## src/rtl/counter_sequencer.sv

```systemverilog
// Run controller for an 8-bit programmable counter: loads a start value, paces
// ENABLE through a prescaler, and reports terminal-count / done pulses.
module counter_sequencer #(
  parameter int WIDTH   = 8,
  parameter int PRESC_W = 8
) (
  input  logic               clk,
  input  logic               rst_n,
  input  logic               cfg_valid,
  output logic               cfg_ready,
  input  logic [WIDTH-1:0]   cfg_start,
  input  logic [WIDTH-1:0]   cfg_term,
  input  logic [PRESC_W-1:0] cfg_presc,
  input  logic               cfg_reload,
  input  logic               stop,
  input  logic [WIDTH-1:0]   cnt_value,
  output logic               cnt_load,
  output logic [WIDTH-1:0]   cnt_load_value,
  output logic               cnt_enable,
  output logic               busy,
  output logic               tc,
  output logic               done,
  output logic [7:0]         reload_count,
  output logic [1:0]         dbg_state
);

  typedef enum logic [1:0] {
    S_IDLE = 2'd0,
    S_LOAD = 2'd1,
    S_RUN  = 2'd2,
    S_DONE = 2'd3
  } state_t;

  state_t             state_q, state_d;
  logic [WIDTH-1:0]   start_q, start_d;
  logic [WIDTH-1:0]   term_q, term_d;
  logic [PRESC_W-1:0] presc_q, presc_d;
  logic               reload_q, reload_d;
  logic [PRESC_W-1:0] prescaler_q, prescaler_d;
  logic [7:0]         reload_count_q, reload_count_d;
  logic               presc_hit;
  logic               at_term;

  always_ff @(posedge clk or negedge rst_n) begin
    if (!rst_n) begin
      state_q        <= S_IDLE;
      start_q        <= '0;
      term_q         <= '0;
      presc_q        <= '0;
      reload_q       <= 1'b0;
      prescaler_q    <= '0;
      reload_count_q <= '0;
    end else begin
      state_q        <= state_d;
      start_q        <= start_d;
      term_q         <= term_d;
      presc_q        <= presc_d;
      reload_q       <= reload_d;
      prescaler_q    <= prescaler_d;
      reload_count_q <= reload_count_d;
    end
  end

  assign presc_hit    = (prescaler_q == presc_q);
  assign at_term      = (cnt_value == term_q);
  assign reload_count = reload_count_q;
  assign dbg_state    = state_q;

  // Config handshake: a transfer happens on a rising edge where cfg_valid and
  // cfg_ready are both high; cfg_ready is high only in IDLE, so offers made
  // while a run is in progress are simply not taken.
  always_comb begin
    state_d        = state_q;
    start_d        = start_q;
    term_d         = term_q;
    presc_d        = presc_q;
    reload_d       = reload_q;
    prescaler_d    = prescaler_q;
    reload_count_d = reload_count_q;
    cfg_ready      = 1'b0;
    cnt_load       = 1'b0;
    cnt_load_value = '0;
    cnt_enable     = 1'b0;
    tc             = 1'b0;
    done           = 1'b0;
    busy           = (state_q != S_IDLE);

    case (state_q)
      S_IDLE: begin
        cfg_ready = 1'b1;
        if (cfg_valid) begin
          start_d        = cfg_start;
          term_d         = cfg_term;
          presc_d        = cfg_presc;
          reload_d       = cfg_reload;
          reload_count_d = '0;
          state_d        = S_LOAD;
        end
      end
      S_LOAD: begin
        if (stop) begin
          state_d = S_DONE;
        end else begin
          cnt_load       = 1'b1;
          cnt_load_value = start_q;
          prescaler_d    = '0;
          state_d        = S_RUN;
        end
      end
      S_RUN: begin
        // stop has priority over the terminal check in the same cycle
        if (stop) begin
          state_d = S_DONE;
        end else if (at_term) begin
          tc = 1'b1;
          if (reload_q) begin
            state_d = S_LOAD;
            if (reload_count_q != 8'hFF) reload_count_d = reload_count_q + 8'd1;
          end else begin
            state_d = S_DONE;
          end
        end else begin
          cnt_enable  = presc_hit;
          prescaler_d = presc_hit ? '0 : prescaler_q + PRESC_W'(1);
        end
      end
      S_DONE: begin
        done    = 1'b1;
        state_d = S_IDLE;
      end
      default: state_d = S_IDLE;
    endcase
  end

endmodule
```

## config.mk

```make
export PLATFORM = sky130hd
export DESIGN_NAME = counter_sequencer
export DESIGN_NICKNAME = d
export VERILOG_FILES = /design/src/rtl/counter_sequencer.sv
export SDC_FILE = /design/constraint.sdc
export NUM_CORES = 1
export LEC_CHECK = 0
export BUFFER_PORTS_ARGS = -buffer_cell sky130_fd_sc_hd__buf_2
export CORE_MARGIN = 1
export CORE_UTILIZATION = 56
export CTS_CLUSTER_DIAMETER = 40
export DETAILED_ROUTE_END_ITERATION = 10
export GPL_TIMING_DRIVEN = 0
export MAX_ROUTING_LAYER = met4
export PLACE_DENSITY = 0.84
export REMOVE_ABC_BUFFERS = 1
export SLEW_MARGIN = 5
export SYNTH_ARGS = -nofsm -noshare
export SYNTH_HDL_FRONTEND = slang
export SYNTH_SLANG_ARGS = --single-unit
```

## constraint.sdc

```tcl
create_clock -name clk -period 3.4 [get_ports clk]
set_clock_uncertainty 0.2 [all_clocks]
set_input_delay 0.34 -clock clk [delete_from_list [all_inputs] [get_ports clk]]
set_output_delay 0.34 -clock clk [all_outputs]
set_load 0.005 [all_outputs]
```

==> out/metrics.csv, run 1 <==
stage,metric,value,unit
clock_tree,Post-CTS Resized,0,
global_route,antenna violations before repair,0,
finish,most frequent cells in the layout,"buf_2 (60), dfrtp_1 (43), mux2_2 (26), nor2_1 (16), xor2_1 (16)",
die,Initial Util,59.9,%
sta,Tcrit/Tclk final,79.8,%
sta,RSZ-0062 raised after global routing,false,
detailed_routing,DR vias,1747,
die,io pins,61,
clock_tree,Root Buffer,clkbuf_8,
global_route,vias in the first global route,1649,
power_and_ir_drop,Gate power share,37.2,%
power_and_ir_drop,peak supply drop,0.000426,V
die,Die Ht,65.3,µm
power_and_ir_drop,pwr/cell area,678,nW/µm²
hold_path,Hold WC Path Type,in -> async,
run_status,status,"finished, violations left",
global_route,GR Overflow Total,0,
sta,slew at the pin closest to its max-slew limit,0.962,ns
synthesis,register area share after synthesis,48.0,%
power_and_ir_drop,switching power,0.000631,W
synthesis,Post-Syn Area per Cell,11.2,µm²
power_and_ir_drop,Net Sw Frac,34.5,%
clock_tree,Clock Pin Slew Worst Setup and Hold Paths,0.08,ns
synthesis,Yosys reg bits,43,
sta,number of failing hold endpoints at the final stage,43,
sta,Min Hold Slack,-0.0228,ns
finish,Area Growth Syn to Fin,20.1,%
global_route,largest net degree at the start of global routing,44,
detailed_routing,Post-route DRC,0,
setup_path,"Max FO, Critical Path",9,
setup_path,CP max stage delay,0.63,ns
finish,Layout Nets,303,
detailed_routing,Total Wirelength,4390,µm
synthesis,Syn. warnings,0,
global_route,total track usage,23.3,%
die,core area,3740,µm²
clock_tree,clk_lat worst skew,0.29,ns
clock_tree,Clock Path Buffers,2,
setup_path,CP Capture Type,output pin,
job,max-cap violations,0,
synthesis,Netlist Area Pre-Place,2240,µm²
detailed_routing,initial DRC count,137,
detailed_routing,post-route antenna net violation count,0,
die,# rows,22,
place,Place WS,0.235,ns
power_and_ir_drop,leakage power,1.28,nW
setup_path,Worst setup SP type,register,
sta,min Tclk post-route,2.71,ns
setup_path,crit path from,term_q[6],
clock_tree,CTS buffer count,5,
place,PortBufs,60,
setup_path,CP arrival,2.17,ns
sta,Slew HR,35.6,%
synthesis,Cells after Synth,201,
finish,Final Cell Area,2700,µm²
setup_path,CP max stage cell,nor4_2,
clock_tree,post-CTS setup buffers,0,
setup_path,Worst setup endpoint,tc,
place,gpl congestion,0.869,
sta,Final Setup Violations,0,
detailed_routing,mean number of vias per cell,5.58,
synthesis,post-synthesis cell type count,41,
setup_path,R2R depth,6,
setup_path,Worst Path Buf+Inv,1,
finish,Antenna Cells,0,
finish,"most common cell after layout, fill and taps aside",buf_2,
setup_path,crit path kind,reg -> out,
run_status,violated checks,hold timing,
sta,"Slew Viols, Final",0,
setup_path,critical path depth,5,
clock_tree,CTS tree,built,
clock_tree,hold_buf cts,0,
finish,layout cells sized above 1,38.9,%
setup_path,Crit path max-delay family,simple AND/OR/NAND/NOR gates,
setup_path,capturing point of the worst reg2reg path,reload_count[5],
die,width of the die,65.3,µm
detailed_routing,DR pass1 iterations,4,
sta,Fin Setup TNS,0,ns
global_route,first-pass GRT wire length,7310,µm
power_and_ir_drop,Clk pwr share,17.4,%
sta,f_max,0.369,GHz
place,placed cell area,2580,µm²
setup_path,cells along the critical path,"xor2_1, nor4_2, nand2_2, nor3_1, buf_2",
power_and_ir_drop,internal power,0.00120,W
detailed_routing,Avg WL per Cell,14.0,µm
die,Die ar.,4260,µm²
setup_path,R2R Setup Slk,0.71,ns
sta,final setup margin,0.688,ns
setup_path,worst path required time,2.86,ns
setup_path,FF-to-FF Start,dbg_state[1],
clock_tree,H-tree depth,2,
clock_tree,CTS sink count,43,
place,Final HPWL DP,3130,µm
power_and_ir_drop,sequential group share of total power,45.4,%
synth_stat cells, drive strengths merged:
library cell | instances | share of area [%]
a211oi | 1 | 0.56
a21oi | 3 | 0.67
nand3 | 8 | 1.8
dfrtp | 43 | 48
nor3b | 2 | 1.2
nand2b | 4 | 1.1
nor3 | 1 | 0.22
nand2 | 9 | 1.6
a31oi | 1 | 0.28
clkbuf | 4 | 0.72
xor2 | 16 | 6.2
and2 | 11 | 3.1
a22o | 6 | 2.3
nor4 | 2 | 1.1
buf | 1 | 0.22
o211a | 1 | 0.45
inv | 10 | 1.7
nor2b | 1 | 0.28
o311ai | 3 | 1.5
nand4 | 5 | 1.4
nor2 | 16 | 2.7
o32ai | 1 | 0.73
a41oi | 1 | 0.39
or2 | 3 | 0.84
nor4bb | 1 | 0.45
o21ai | 5 | 1.1
mux2i | 2 | 0.89
ha | 2 | 1.1
mux2 | 26 | 13
or4 | 1 | 0.33
or3 | 1 | 0.28
o2bb2ai | 6 | 2.3
or4b | 1 | 0.45
o22ai | 1 | 0.28
o211ai | 2 | 0.67
how the worst min path moves through the flow:
| stage | from | to | slack, ns | cells past startpoint |
|---|---|---|---|---|
| 6_report | rst_n | presc_q[3] | -0.02 | 1 |
| 5_1_grt | rst_n | presc_q[3] | 0.06 | 1 |
| 4_1_cts | rst_n | presc_q[3] | 0.01 | 1 |
| 3_5_place_dp | start_q[5] | start_q[5] | 0.29 | 1 |
| 3_3_place_gp | start_q[7] | start_q[7] | 0.28 | 1 |
| 2_1_floorplan | rst_n | dbg_state[0] | -0.16 | 0 |
layout make-up:
cell class / count / area, µm²
Sequential cell: 43 / 1080
Multi-Input combinational cell: 143 / 1110
Inverter: 10 / 37.5
Fill cell: 308 / 1050
Tap cell: 48 / 60.1
Clock buffer: 6 / 72.6
Timing Repair Buffer: 61 / 328
Clock inverter: 2 / 12.5
worst register-to-register path: stages, from the launching register on:
cell and delay, ns:
dfrtp_1 0.50, nor3b_4 0.66, buf_16 0.23, o32ai_2 0.15, or2_1 0.31, or2_2 0.34
o311ai_2 0.21
power groups by stage:
| stage | registers [W] | clock network (W) | logic [W] |
|---|---|---|---|
| after floorplan | 0.000802 | 0 | 0.000493 |
| after global placement | 0.000824 | 0 | 0.000638 |
| after detailed placement | 0.000840 | 0 | 0.000660 |
| after CTS | 0.000828 | 0.000326 | 0.000664 |
| after global routing | 0.000858 | 0.000345 | 0.000745 |
| final | 0.000830 | 0.000318 | 0.000681 |
stage by stage:
stage | instances | utilization [%] | power, W
2_1_floorplan | 196 | - | 0.00130
3_3_place_gp | 304 | 69.0 | 0.00146
3_5_place_dp | 304 | 69.0 | 0.00150
4_1_cts | 312 | 71.3 | 0.00182
5_1_grt | 313 | 72.0 | 0.00195
6_report | 313 | 72.0 | 0.00183
per-layer routing:
metal / track usage (%) / up-vias / wire length (µm)
li1: - / 844 / -
met1: 30.9 / 830 / 2040
met2: 35.2 / 71 / 2060
met3: 6.25 / 2 / 263
met4: 6.79 / 0 / 17
met5: - / - / 0
logic make-up after synthesis:
logic type | synth area share, %
xor gates and xnor gates | 6.25
AOI/OAI and AO/OA | 11.3
adders and majority gates | 1.12
DFF | 48.0
and+or+nand+nor | 16.8
buffers and inverters | 2.62
muxes | 13.9
state kept, by name, summed over array words and instances, names as in the netlist:
name / count
presc_q: 8
prescaler_q: 8
reload_count: 8
start_q: 8
term_q: 8
dbg_state: 2
reload_q: 1
(Power assumes the default switching activity.)
==> run 2: changes to the inputs <==
Settings changed: ABC_AREA set to 1, CORE_UTILIZATION 56 to 48, PLACE_DENSITY 0.84 to 0.76.
Clock period 3.4 ns to 2.3 ns, I/O delays scaled along.
==> out/metrics.csv, run 2 <==
stage,metric,value,unit,change
finish,multi-input logic area,1170,µm²,+5.8%
finish,most frequent cells in the layout,"nand2_1 (98), buf_2 (60), nor2_1 (48), inv_1 (44), dfrtp_1 (43)",,
setup_path,crit path kind,reg -> out,,
clock_tree,CTS sink count,43,,unchanged
detailed_routing,post-route antenna net violation count,0,,unchanged
setup_path,R2R Setup Slk,0.26,ns,-0.45 ns
sta,RSZ-0062 raised after global routing,false,,
clock_tree,CTS tree,built,,
sta,min Tclk post-route,2.13,ns,
sta,Slew HR,37.3,%,+1.6 points
synthesis,Netlist Area Pre-Place,2470,µm²,+10%
detailed_routing,DR pass1 iterations,4,,unchanged
synthesis,Yosys reg bits,43,,unchanged
setup_path,R2R depth,8,,+2
detailed_routing,Post-route DRC,0,,unchanged
setup_path,Worst Path Buf+Inv,2,,+1
die,Die ar.,5450,µm²,+28%
finish,Area Growth Syn to Fin,28.0,%,
setup_path,CP Capture Type,output pin,,
synthesis,most common cell in the netlist,nand2_1,,
place,Final HPWL DP,3380,µm,+8.0%
sta,Tcrit/Tclk final,92.6,%,
synthesis,mux cell area share after synthesis,5.16,%,-8.8 points
finish,register area,1080,µm²,unchanged
finish,Filler cells,407,,+32%
global_route,first-pass GRT wire length,8870,µm,+21%
run_status,status,finished clean,,
clock_tree,Clock Pin Slew Worst Setup and Hold Paths,0.08,ns,about the same
die,Die Ht,73.8,µm,+13%
global_route,GR Overflow Total,0,,unchanged
die,Initial Util,51.0,%,-8.9 points
power_and_ir_drop,total design power,0.00293,W,+60%
global_route,vias in the first global route,2166,,+31%
synthesis,Syn. warnings,0,,unchanged
global_route,largest net degree at the start of global routing,44,,unchanged
synthesis,Synth top area share,43.5,%,-4.5 points
hold_path,Hold WC Path Type,in -> reg,,
hold_path,Worst Hold Depth,3,,
global_route,antenna violations before repair,0,,unchanged
finish,layout cells sized above 1,21.7,%,-17 points
synthesis,Cells after Synth,329,,+64%
synthesis,top_reg_cell synth,dfrtp_1,,
clock_tree,Clock Path Buffers,2,,unchanged
clock_tree,CTS buffer count,5,,unchanged
sta,f_max,0.470,GHz,
detailed_routing,Avg WL per Cell,10.7,µm,-24%
sta,number of failing hold endpoints at the final stage,0,,-100%
synthesis,largest family of logic cells by synthesized area,simple AND/OR/NAND/NOR gates,,
die,width of the die,73.8,µm,+13%
power_and_ir_drop,leakage power,1.77,nW,+38%
synthesis,Synth area leaders,"dfrtp_1 (43%), nand2_1 (15%), nor2_1 (7.3%), inv_1 (6.7%), nand3_1 (4.4%)",,
die,core area,4850,µm²,+30%
setup_path,CP max stage delay,0.43,ns,-0.20 ns
setup_path,cells along the critical path,"inv_1, nand2_2, nor2_1, nand2_2, nor2_1, buf_2",,
power_and_ir_drop,peak supply drop,0.000560,V,+31%
die,io pins,61,,unchanged
clock_tree,post-CTS setup buffers,0,,unchanged
sta,Fin Setup TNS,0,ns,unchanged
setup_path,CP arrival,1.70,ns,-0.47 ns
synthesis,Post-Syn Area per Cell,7.52,µm²,-33%
finish,Antenna Cells,0,,unchanged
setup_path,CP max stage cell,dfrtp_1,,
detailed_routing,mean number of vias per cell,4.74,,-15%
place,PortBufs,60,,unchanged
detailed_routing,DR vias,2280,,+31%
setup_path,capturing point of the worst reg2reg path,reload_count[1],,
global_route,total track usage,22.1,%,-1.2 points
hold_path,Hold Path Sink,dbg_state[0],,
synthesis,Post-synth EDFFs,0,,unchanged
synthesis,most common library cells after synthesis,"nand2_1 (99), nor2_1 (48), inv_1 (44)",,
sta,slew at the pin closest to its max-slew limit,0.941,ns,-0.0211 ns
synthesis,Post-synth ARST share,100,%,unchanged
finish,"most common cell after layout, fill and taps aside",nand2_1,,
synthesis,register area share after synthesis,43.5,%,-4.5 points
setup_path,FF-to-FF Start,dbg_state[1],,
clock_tree,H-tree depth,2,,unchanged
sta,"Slew Viols, Final",0,,unchanged
synthesis,xor/xnor share of the synthesized area,4.60,%,-1.6 points
setup_path,worst path required time,1.87,ns,-0.99 ns
detailed_routing,initial DRC count,86,,-37%
hold_path,Worst Min Path Start,cfg_valid,,
synthesis,Synth Area in Compound Gates,5.06,%,-6.3 points
place,gpl congestion,0.825,,-5.1%
synthesis,Synth area leader,dfrtp_1,,
power_and_ir_drop,pwr/cell area,924,nW/µm²,+36%
synthesis,simple-gate area share of the yosys netlist,31.4,%,+15 points
clock_tree,clk_lat worst skew,0.30,ns,about the same
job,max-cap violations,0,,unchanged
setup_path,Worst setup SP type,register,,
finish,Layout Nets,453,,+50%
clock_tree,Root Buffer,clkbuf_8,,
die,# rows,25,,+14%
detailed_routing,Total Wirelength,5150,µm,+17%
synthesis,post-synthesis cell type count,26,,-37%
setup_path,Crit path max-delay family,simple AND/OR/NAND/NOR gates,,
sta,Final Setup Violations,0,,unchanged
synthesis,adder-cell share of the synthesized area,1.01,%,-0.10 points
setup_path,"Max FO, Critical Path",17,,+8
## run 2: how the worst max path moves through the flow
| stage | startpoint | to | cells after the start |
|---|---|---|---|
| 3_5_place_dp | dbg_state[1] | reload_count[6] | 8 |
| 5_1_grt | dbg_state[1] | reload_count[6] | 8 |
| 6_report | dbg_state[0] | cnt_enable | 6 |
| 2_1_floorplan | dbg_state[1] | reload_count[3] | 8 |
| 3_3_place_gp | dbg_state[1] | reload_count[1] | 8 |
| 4_1_cts | dbg_state[0] | cnt_enable | 6 |
## run 2: routing by layer
metal  share of wire (%)  track usage (%)  up-vias  wire [µm]
met5                   0                -        -          0
met4                0.99             6.62        0         51
met3                 4.5             5.62        6        233
met2                  51             39.6       55       2620
met1                  44             24.0     1040       2240
li1                    -                -     1179          -
## run 2: report_power, final
| group | internal [W] | switching, W | leakage [nW] |
|---|---|---|---|
| clock network | 0.000318 | 0.000248 | 0.0513 |
| logic | 0.000514 | 0.000652 | 1.19 |
| registers | 0.00101 | 0.000179 | 0.523 |
## run 2: per-stage QoR
stage | utilization [%] | instances | worst slack (ns) | cell area [µm²] | hold WS [ns]
after detailed placement | 57.8 | 448 | 0.233 | 2800 | 0.236
after global placement | 57.8 | 448 | 0.253 | 2800 | 0.240
final | 65.3 | 481 | 0.171 | 3170 | 0.0462
after floorplan | - | 321 | 0.499 | 2420 | -0.266
after global routing | 65.3 | 481 | 0.0129 | 3170 | 0.0416
after CTS | 65.3 | 481 | 0.0546 | 3160 | 0.0373
## run 2: final cells by class
class / instances / share of cell area [%]
Tap cell: 67 / 2.65
Inverter: 45 / 5.41
Clock buffer: 6 / 2.29
Multi-Input combinational cell: 233 / 37.0
Sequential cell: 43 / 34.0
Clock inverter: 1 / 0.948
Timing Repair Buffer: 86 / 17.7
## run 2: worst register-to-register path: stages, from the launching register on
cell and delay [ns]:
dfrtp_1 0.47, nor2_4 0.16, nand2_2 0.47, o21ai_2 0.22, nand2_2 0.09, inv_4 0.11, nand2_4 0.10, nand2_1 0.08
nand2_1 0.05
## run 2: cell families (layout without fill, tap and decap cells)
kind of cell	after synthesis	after routing
AOI/OAI and AO/OA	23	23
xor gates and xnor gates	13	13
and+or+nand+nor	186	186
buffers and inverters	53	138
muxes	9	9
adders and majority gates	2	2
DFF	43	43
## run 2: repair_timing
item | in CTS | in global routing
resized for setup | 0 | 1
hold buffers | 26 | 0
endpoints found under the setup margin | 0 | 1
endpoints found under the hold margin | 68 | 0
